[src/rtl/duty_table_sequencer_if.sv]
// Duty table read port: index out, table byte back after a fixed latency.
interface duty_table_bus_if;
  logic [15:0] idx;
  logic [7:0]  value;

  modport seq (output idx, input value);
  modport mem (input idx, output value);
endinterface

[src/rtl/duty_table_sequencer.sv]
// Per-frame duty table lookup scheduler with overrun detection.
// Optional DUTY_TABLE_SEQ_BYPASS_EN: BYPASS selects idx[15:8] instead of VALUE.
module duty_table_sequencer #(
  parameter int DEPTH        = 249,
  parameter int READ_LATENCY = 2
) (
  input  logic       clk,
  input  logic       rst,
  input  logic       start,
`ifdef DUTY_TABLE_SEQ_BYPASS_EN
  input  logic       bypass,
`endif
  input  logic [7:0] mod,
  input  logic       in_valid,
  output logic       in_ready,
  input  logic [7:0] in_intensity,
  input  logic [7:0] in_phase,
  duty_table_bus_if.seq bus,
  output logic       out_valid,
  output logic [7:0] out_tr,
  output logic [7:0] out_pulse_width,
  output logic [7:0] out_phase,
  output logic       busy,
  output logic       done,
  output logic       overrun,
  input  logic       clr_overrun
);

  localparam int PD = READ_LATENCY + 2;
  localparam logic [7:0] LAST = 8'(DEPTH - 1);

  typedef enum logic [1:0] {
    IDLE,
    RUN,
    DRAIN
  } state_t;

  state_t     state;
  logic [7:0] tr_cnt;
  logic [7:0] mod_l;
  logic [7:0] p_int;
  logic [PD-1:0] p_v;
  logic [7:0] p_tr [PD];
  logic [7:0] p_ph [PD];
  logic       acc;
  logic [7:0] pw_sel;

  assign acc = in_valid && in_ready;

`ifdef DUTY_TABLE_SEQ_BYPASS_EN
  logic        byp_l;
  logic [15:0] idx_d [2:PD-1];

  // idx copy kept in step with the table result
  always_ff @(posedge clk) begin
    if (rst) begin
      for (int i = 2; i < PD; i++) idx_d[i] <= '0;
    end else begin
      idx_d[2] <= bus.idx;
      for (int i = 3; i < PD; i++) idx_d[i] <= idx_d[i-1];
    end
  end

  assign pw_sel = byp_l ? idx_d[PD-1][15:8] : bus.value;
`else
  assign pw_sel = bus.value;
`endif

  always_ff @(posedge clk) begin
    if (rst) begin
      state           <= IDLE;
      in_ready        <= 1'b0;
      busy            <= 1'b0;
      done            <= 1'b0;
      overrun         <= 1'b0;
      tr_cnt          <= '0;
      mod_l           <= '0;
      p_int           <= '0;
      p_v             <= '0;
      bus.idx         <= '0;
      out_valid       <= 1'b0;
      out_tr          <= '0;
      out_pulse_width <= '0;
      out_phase       <= '0;
`ifdef DUTY_TABLE_SEQ_BYPASS_EN
      byp_l           <= 1'b0;
`endif
      for (int i = 0; i < PD; i++) begin
        p_tr[i] <= '0;
        p_ph[i] <= '0;
      end
    end else begin
      done <= 1'b0;

      // set beats clear when both land together
      if (start && busy)    overrun <= 1'b1;
      else if (clr_overrun) overrun <= 1'b0;

      p_v     <= {p_v[PD-2:0], acc};
      p_int   <= in_intensity;
      p_tr[0] <= tr_cnt;
      p_ph[0] <= in_phase;
      for (int i = 1; i < PD; i++) begin
        p_tr[i] <= p_tr[i-1];
        p_ph[i] <= p_ph[i-1];
      end

      bus.idx <= (state == IDLE) ? 16'd0
               : 16'(p_int) * 16'(mod_l);

      out_valid <= p_v[PD-1];
      if (p_v[PD-1]) begin
        out_tr          <= p_tr[PD-1];
        out_phase       <= p_ph[PD-1];
        out_pulse_width <= pw_sel;
      end

      unique case (state)
        IDLE: begin
          if (start) begin
            state    <= RUN;
            in_ready <= 1'b1;
            busy     <= 1'b1;
            mod_l    <= mod;
            tr_cnt   <= '0;
`ifdef DUTY_TABLE_SEQ_BYPASS_EN
            byp_l    <= bypass;
`endif
          end
        end
        RUN: begin
          if (in_valid) begin
            tr_cnt <= tr_cnt + 8'd1;
            if (tr_cnt == LAST) begin
              state    <= DRAIN;
              in_ready <= 1'b0;
            end
          end
        end
        DRAIN: begin
          // hold BUSY through the DONE cycle
          if (done) begin
            state <= IDLE;
            busy  <= 1'b0;
          end else if (p_v[PD-1] && p_tr[PD-1] == LAST) begin
            done <= 1'b1;
          end
        end
        default: state <= IDLE;
      endcase
    end
  end

endmodule

[src/flat_wrapper.sv]
// flat-port wrapper written by rule: the top's interface ports become plain ports
module duty_table_sequencer_flat 
#(
  parameter int DEPTH        = 249,
  parameter int READ_LATENCY = 2
)
  (clk, rst, start, mod, in_valid, in_ready, in_intensity, in_phase, out_valid, out_tr, out_pulse_width, out_phase, busy, done, overrun, clr_overrun, bus_idx, bus_value);
  duty_table_bus_if bus_i ();
  input  logic clk;
  input  logic rst;
  input  logic start;
  input  logic [7:0] mod;
  input  logic in_valid;
  output logic in_ready;
  input  logic [7:0] in_intensity;
  input  logic [7:0] in_phase;
  output logic out_valid;
  output logic [7:0] out_tr;
  output logic [7:0] out_pulse_width;
  output logic [7:0] out_phase;
  output logic busy;
  output logic done;
  output logic overrun;
  input  logic clr_overrun;
  output wire logic [$bits(bus_i.idx)-1:0] bus_idx;
  input wire logic [$bits(bus_i.value)-1:0] bus_value;
  assign bus_idx = bus_i.idx;
  assign bus_i.value = bus_value;
  duty_table_sequencer #(.DEPTH(DEPTH), .READ_LATENCY(READ_LATENCY)) u_core (.clk(clk), .rst(rst), .start(start), .mod(mod), .in_valid(in_valid), .in_ready(in_ready), .in_intensity(in_intensity), .in_phase(in_phase), .bus(bus_i), .out_valid(out_valid), .out_tr(out_tr), .out_pulse_width(out_pulse_width), .out_phase(out_phase), .busy(busy), .done(done), .overrun(overrun), .clr_overrun(clr_overrun));
endmodule
[config.mk]
export PLATFORM = sky130hd
export DESIGN_NAME = duty_table_sequencer_flat
export DESIGN_NICKNAME = d
export VERILOG_FILES = /design/src/rtl/duty_table_sequencer_if.sv /design/src/rtl/duty_table_sequencer.sv /design/src/flat_wrapper.sv
export SDC_FILE = /design/constraint.sdc
export NUM_CORES = 1
export LEC_CHECK = 0
export ABC_AREA = 1
export BUFFER_PORTS_ARGS = -buffer_cell sky130_fd_sc_hd__clkbuf_2
export CAP_MARGIN = 10
export CORE_MARGIN = 2
export CORE_UTILIZATION = 36
export CTS_CLUSTER_DIAMETER = 30
export DETAILED_ROUTE_END_ITERATION = 10
export PLACE_DENSITY_LB_ADDON = 0.2
export SLEW_MARGIN = 5
export SYNTH_ARGS = -nofsm -noshare
export SYNTH_HDL_FRONTEND = slang
export SYNTH_SLANG_ARGS = --single-unit
[constraint.sdc]
create_clock -name clk -period 8.07 [get_ports clk]
set_input_delay 0 -clock clk [delete_from_list [all_inputs] [get_ports clk]]
set_output_delay 0 -clock clk [all_outputs]
set_load 0.02 [all_outputs]
== Word level (Yosys, flattened, before mapping) ==
Memory sizes are Yosys's and may differ from the RTL's. A register that Yosys moved wholly into a read port is not among the register bits.
Cells that the tools add are included.

* Add/subtract/negate cells: 1
* Multipliers: 1
* Equality and inequality tests: 8
* Mux-type cells: 28
* Bitwise operators: 9
* Reductions and logical operators: 14

{| class="wikitable"
|+ Operators with widths
! cell !! count
|-
| 2-to-1 mux 8 bit || 10
|-
| == test 8 bit (second input constant) || 2
|-
| multiplier 8 x 8 -> 16 bit || 1
|-
| case mux 8 bit (2 select lines) || 1
|-
| 2-to-1 mux 1 bit || 10
|-
| adder 8 x 1 -> 8 bit (second input constant) || 1
|-
| 2-to-1 mux 2 bit || 4
|-
| bitwise OR 1 bit || 8
|-
| AND reduction 4 bit || 2
|-
| case mux 2 bit (3 select lines) || 1
|-
| AND reduction 3 bit || 2
|-
| nonzero test 2 bit || 3
|-
| != test 2 x 1 -> 1 bit (second input constant) || 2
|-
| != test 2 bit (second input constant) || 2
|-
| case mux 1 bit (2 select lines) || 2
|-
| logical AND 1 bit || 3
|-
| OR reduction 3 bit || 1
|-
| == test 2 x 1 -> 1 bit (second input constant) || 1
|-
| == test 2 bit (second input constant) || 1
|-
| zero test 2 bit || 1
|-
| AND reduction 2 bit || 1
|-
| OR reduction 2 bit || 1
|-
| inverter 1 bit || 1
|}

* Flip-flop bits (word level): 67
* RAM bits: 64
* Logic and storage cells: 76
* Memories: 2

{| class="wikitable"
|+ Memory list
! memory !! words !! width !! rd ports !! clocked after memory_dff !! write ports !! RTL line !! text
|-
| u_core.p_ph || 4 || 8 || 4 || 1 || 4 || duty_table_sequencer.sv:44 || <nowiki>logic [7:0] p_ph [PD];</nowiki>
|-
| u_core.p_tr || 4 || 8 || 4 || 0 || 4 || duty_table_sequencer.sv:43 || <nowiki>logic [7:0] p_tr [PD];</nowiki>
|}

== Longest topological paths before layout ==
* Word-level depth: 4
* Mapped depth: 20

== Worst setup path after synthesis ==
Ideal clock, no wire load.

* Kind: register -> register
* Start: reg u_core.mod_l[7]
* End: reg u_core.bus.idx[15]
* Setup time: 70 ps
* Data arrival time: 3,757 ps
* Slack: 4,243 ps
* Cell stages (with the launch flop): 19
* Cell sequence: dfxtp_1 > clkbuf_1 > nand2_1 > fa_1 > fa_1 > inv_1 > fa_1 > inv_1 > fa_1 > inv_1 > ha_1 > nand2_1 > inv_1 > nand2_1 > nor2_1 > nand2_1 > nand3_1 > nand2_1 > a21oi_1

* Longest elaborated chain between the ends: 1

{| class="wikitable"
|+ Ends and longest elaborated chain
! element !! RTL line !! text
|-
| from (decl) || duty_table_sequencer.sv:40 || <nowiki>logic [7:0] mod_l;</nowiki>
|-
| from (signal assigned) || duty_table_sequencer.sv:124 || <nowiki>mod_l <= mod;</nowiki>
|-
| multiplier 8 x 8 -> 16 bit || duty_table_sequencer.sv:109 || <nowiki>: 16'(p_int) * 16'(mod_l);</nowiki>
|-
| to (signal assigned) || duty_table_sequencer.sv:108 || <nowiki>bus.idx <= (state == IDLE) ? 16'd0</nowiki>
|-
| to (decl) || duty_table_sequencer_if.sv:6 || <nowiki>modport seq (output idx, input value);</nowiki>
|}

No other way between the ends.
A chain may end at the register's enable or synchronous reset.

== Final worst setup path ==
* Start: reg u_core.mod_l[4]
* End: reg u_core.bus.idx[9]

The elaborated chain is that of the path after synthesis.

==> run_results.csv <==
group,metric,value,unit
status,outcome,"completed",
synthesis,syn_nets,1006,
detailed_routing,drtIter0Drc,320,
sta,relSlewSlack,0.405,
global_routing,grt_pass1_wl,24.7,mm
finish,syn2layout_area_growth,22.8,%
global_routing,grt_pass1_vias,5334,
worst_setup_path,worstSetupPathType,"reg -> reg",
place,io_buffers,81,
sta,final-hold-violation-count,0,
worst_setup_path,r2r_slack,4050,ps
finish,mostFrequentLayoutCells,"220 x inv_1, 163 x nor2_1, 153 x nand2_1",
finish,diodes,0,
synthesis,netlist.area_leader.share,0.413,
synthesis,yosys_warnings,0,
synthesis,yosysSeqAreaShare,0.413,
synthesis,synthCells,895,
global_routing,grt_usage,0.156,
clock_tree,cts_tree,"done",
detailed_routing,viasPerCell,4.32,
hold_path,min_path_type,"in -> reg",
sta,period_minus_slack,4020,ps
pwr,total_power,1790,µW
clock_tree,post_cts_resized,0,
clock_tree,cts_root_buf,"clkbuf_16",
sta,tightest_slew,891,ps
synthesis,netlist_area,0.00674,mm²
worst_setup_path,startpoint_type,"register",
die,io_pins,82,
clock_tree,cts_hold_buf,35,
detailed_routing,route.detailed.drc,0,
finish,design_area,0.00828,mm²
sta,max_freq,0.249,GHz
sta,final.period_utilization,0.499,
detailed_routing,final_antenna_net_count,0,
sta,skew,8.11,ps
clock_tree,numCtsBuffers,17,
clock_tree,clkSinkCount,139,
synthesis,yosys.area.top_type,"dfxtp_1",
worst_setup_path,crit_chain,"nand2_1 -> inv_1 -> fa_1 -> inv_1 -> fa_1 -> fa_1 -> fa_1 -> inv_1 -> ha_1 -> inv_1 -> o21ai_0 -> nand2_1 -> a21o_1 -> a21oi_1",
clock_tree,clock_path_buffers,2,
worst_setup_path,max_stage_delay,550,ps
clock_tree,postCtsSetupBuffers,0,
die,die_w,141,µm
worst_setup_path,crit_path_end_kind,"register",
synthesis,synth_cell_type_count,26,
sta,tns,0,ps
worst_setup_path,critical_path_buf_inv_count,4,
die,dieArea,0.0198,mm²
synthesis,synth_area_leaders,"dfxtp_1 41%, inv_1 12%, fa_1 11%, nor2_1 9.1%, nand2_1 8.5%",
worst_setup_path,critical_path_arrival,4360,ps
sta,slew_viol_final,0,
finish,final_cells,1243,
place,routabilityCongestion,0.858,
clock_tree,clock_latency,430,ps
pwr,ir_drop,0.153,mV
die,die_y,141,µm
detailed_routing,vias,5368,
worst_setup_path,required,8400,ps
worst_setup_path,cp_top_family,"adder cells",
global_routing,globalRouteOverflowTotal,0,
sta,rsz0062_at_grt,"no",
place,hpwlAfterDp,9.99,mm
detailed_routing,post_drt_wl_per_cell,11.5,µm
finish,fin_nets,1107,
sta,setup_viol,0,
detailed_routing,dr.pass1.iters,5,
pwr,p_per_area,217,mW/mm²
global_routing,antenna_found_initial,0,
die,num_rows,50,
die,core_area,0.0185,mm²
synthesis,ys_ff_latch,139,
place,placed_cell_area,0.00731,mm²
worst_setup_path,critPathSlowestCell,"fa_1",
synthesis,postSynthAreaPerCell,7.53,µm²
place,dp.cells,1176,
finish,final_common_cell,"inv_1",
sta,hold_ws,54.5,ps
die,initial_core_util,0.364,
detailed_routing,totalWireLength,14.3,mm
finish,layout-drive-gt1-share,0.121,
worst_setup_path,crit_fanout,9,
run,cap_viol_max_count,0,
clock_tree,clk_pin_slew,70,ps
clock_tree,ctsHtreeMaxLevel,4,
global_routing,grt_max_degree,62,
pwr,p_leak,0.00445,µW
-- area by class of cell --
class | instances | area, µm²
clock buffers | 17 | 425
well taps | 234 | 293
inverters | 222 | 833
fillers | 1886 | 10200
multi-input cells | 498 | 2980
flip-flops and latches | 139 | 2780
clock inverters | 15 | 194
repair buffers | 118 | 771
-- power breakdown --
group	internal [µW]	switching [µW]	total, µW
logic	97.1	160	257
clock network	423	370	793
registers	713	29.8	742
-- layer usage --
metal	vias up	wire, µm	track usage
li1	2816	-	-
met1	2459	6460	0.181
met2	74	7210	0.278
met3	19	314	0.0363
met4	0	272	0.0658
met5	-	0	0
-- synthesized netlist by cell type --
cell type  number
a211oi_1        1
a21o_1          1
a21oi_1        26
buf_2           3
buf_6           1
clkbuf_1       32
dfxtp_1       139
fa_1           36
ha_1           38
inv_1         220
inv_2           2
nand2_1       153
nand2_2         2
nand3_1        18
nand4_1        13
nor2_1        163
nor2_4          1
nor3_1          4
nor3b_2         1
nor4_1          1
o211ai_1        1
o21ai_0        33
o21ai_1         1
o21bai_1        1
or2_2           1
xor2_1          3
-- kinds of logic (layout without fill, tap and decap cells) --
logic type                 Yosys count  count (layout)  synth area share
buffers and inverters              258             372             0.145
adders and majority gates           74              74             0.177
xor gates and xnor gates             3               3           0.00390
and+or+nand+nor                    357             357             0.212
DFF                                139             139             0.413
AOI/OAI and AO/OA                   64              64            0.0490
-- final timing paths --
kind,startpoint,to,depth (start not counted)
max reg2reg,u_core.mod_l[4],u_core.bus.idx[9],14
max,u_core.mod_l[4],u_core.bus.idx[9],14
min,start,u_core.in_ready,3
min reg2reg,u_core.p_tr[0][7],u_core.p_tr[1][7],2
-- state kept, by name, summed over array words and instances, names as in the netlist, 2 cells and up --
| signal | cells |
|---|---|
| u_core.out_phase | 8 |
| u_core.p_v | 4 |
| u_core.tr_cnt | 8 |
| u_core.mod_l | 8 |
| u_core.p_tr | 32 |
| u_core.p_ph | 32 |
| u_core.state | 2 |
| u_core.out_tr | 8 |
| u_core.bus.idx | 16 |
| u_core.p_int | 8 |
| u_core.out_pulse_width | 8 |
-- stage by stage --
step | worst slack, ps | util
3_5_place_dp | 4070 | 0.395
4_1_cts | 4040 | 0.447
3_3_place_gp | 4020 | 0.395
2_1_floorplan | 4240 | -
6_report | 4050 | 0.447
5_1_grt | 3750 | 0.447
-- tightest hold or removal path: cells and delay by family --
kind / cells / cell delay [ps]
AO/OA/AOI/OAI: 1 / 100
buffers and inverters: 1 / 110
AND/OR/NAND/NOR: 1 / 220
Note: power is estimated with default switching activity, not from simulation.
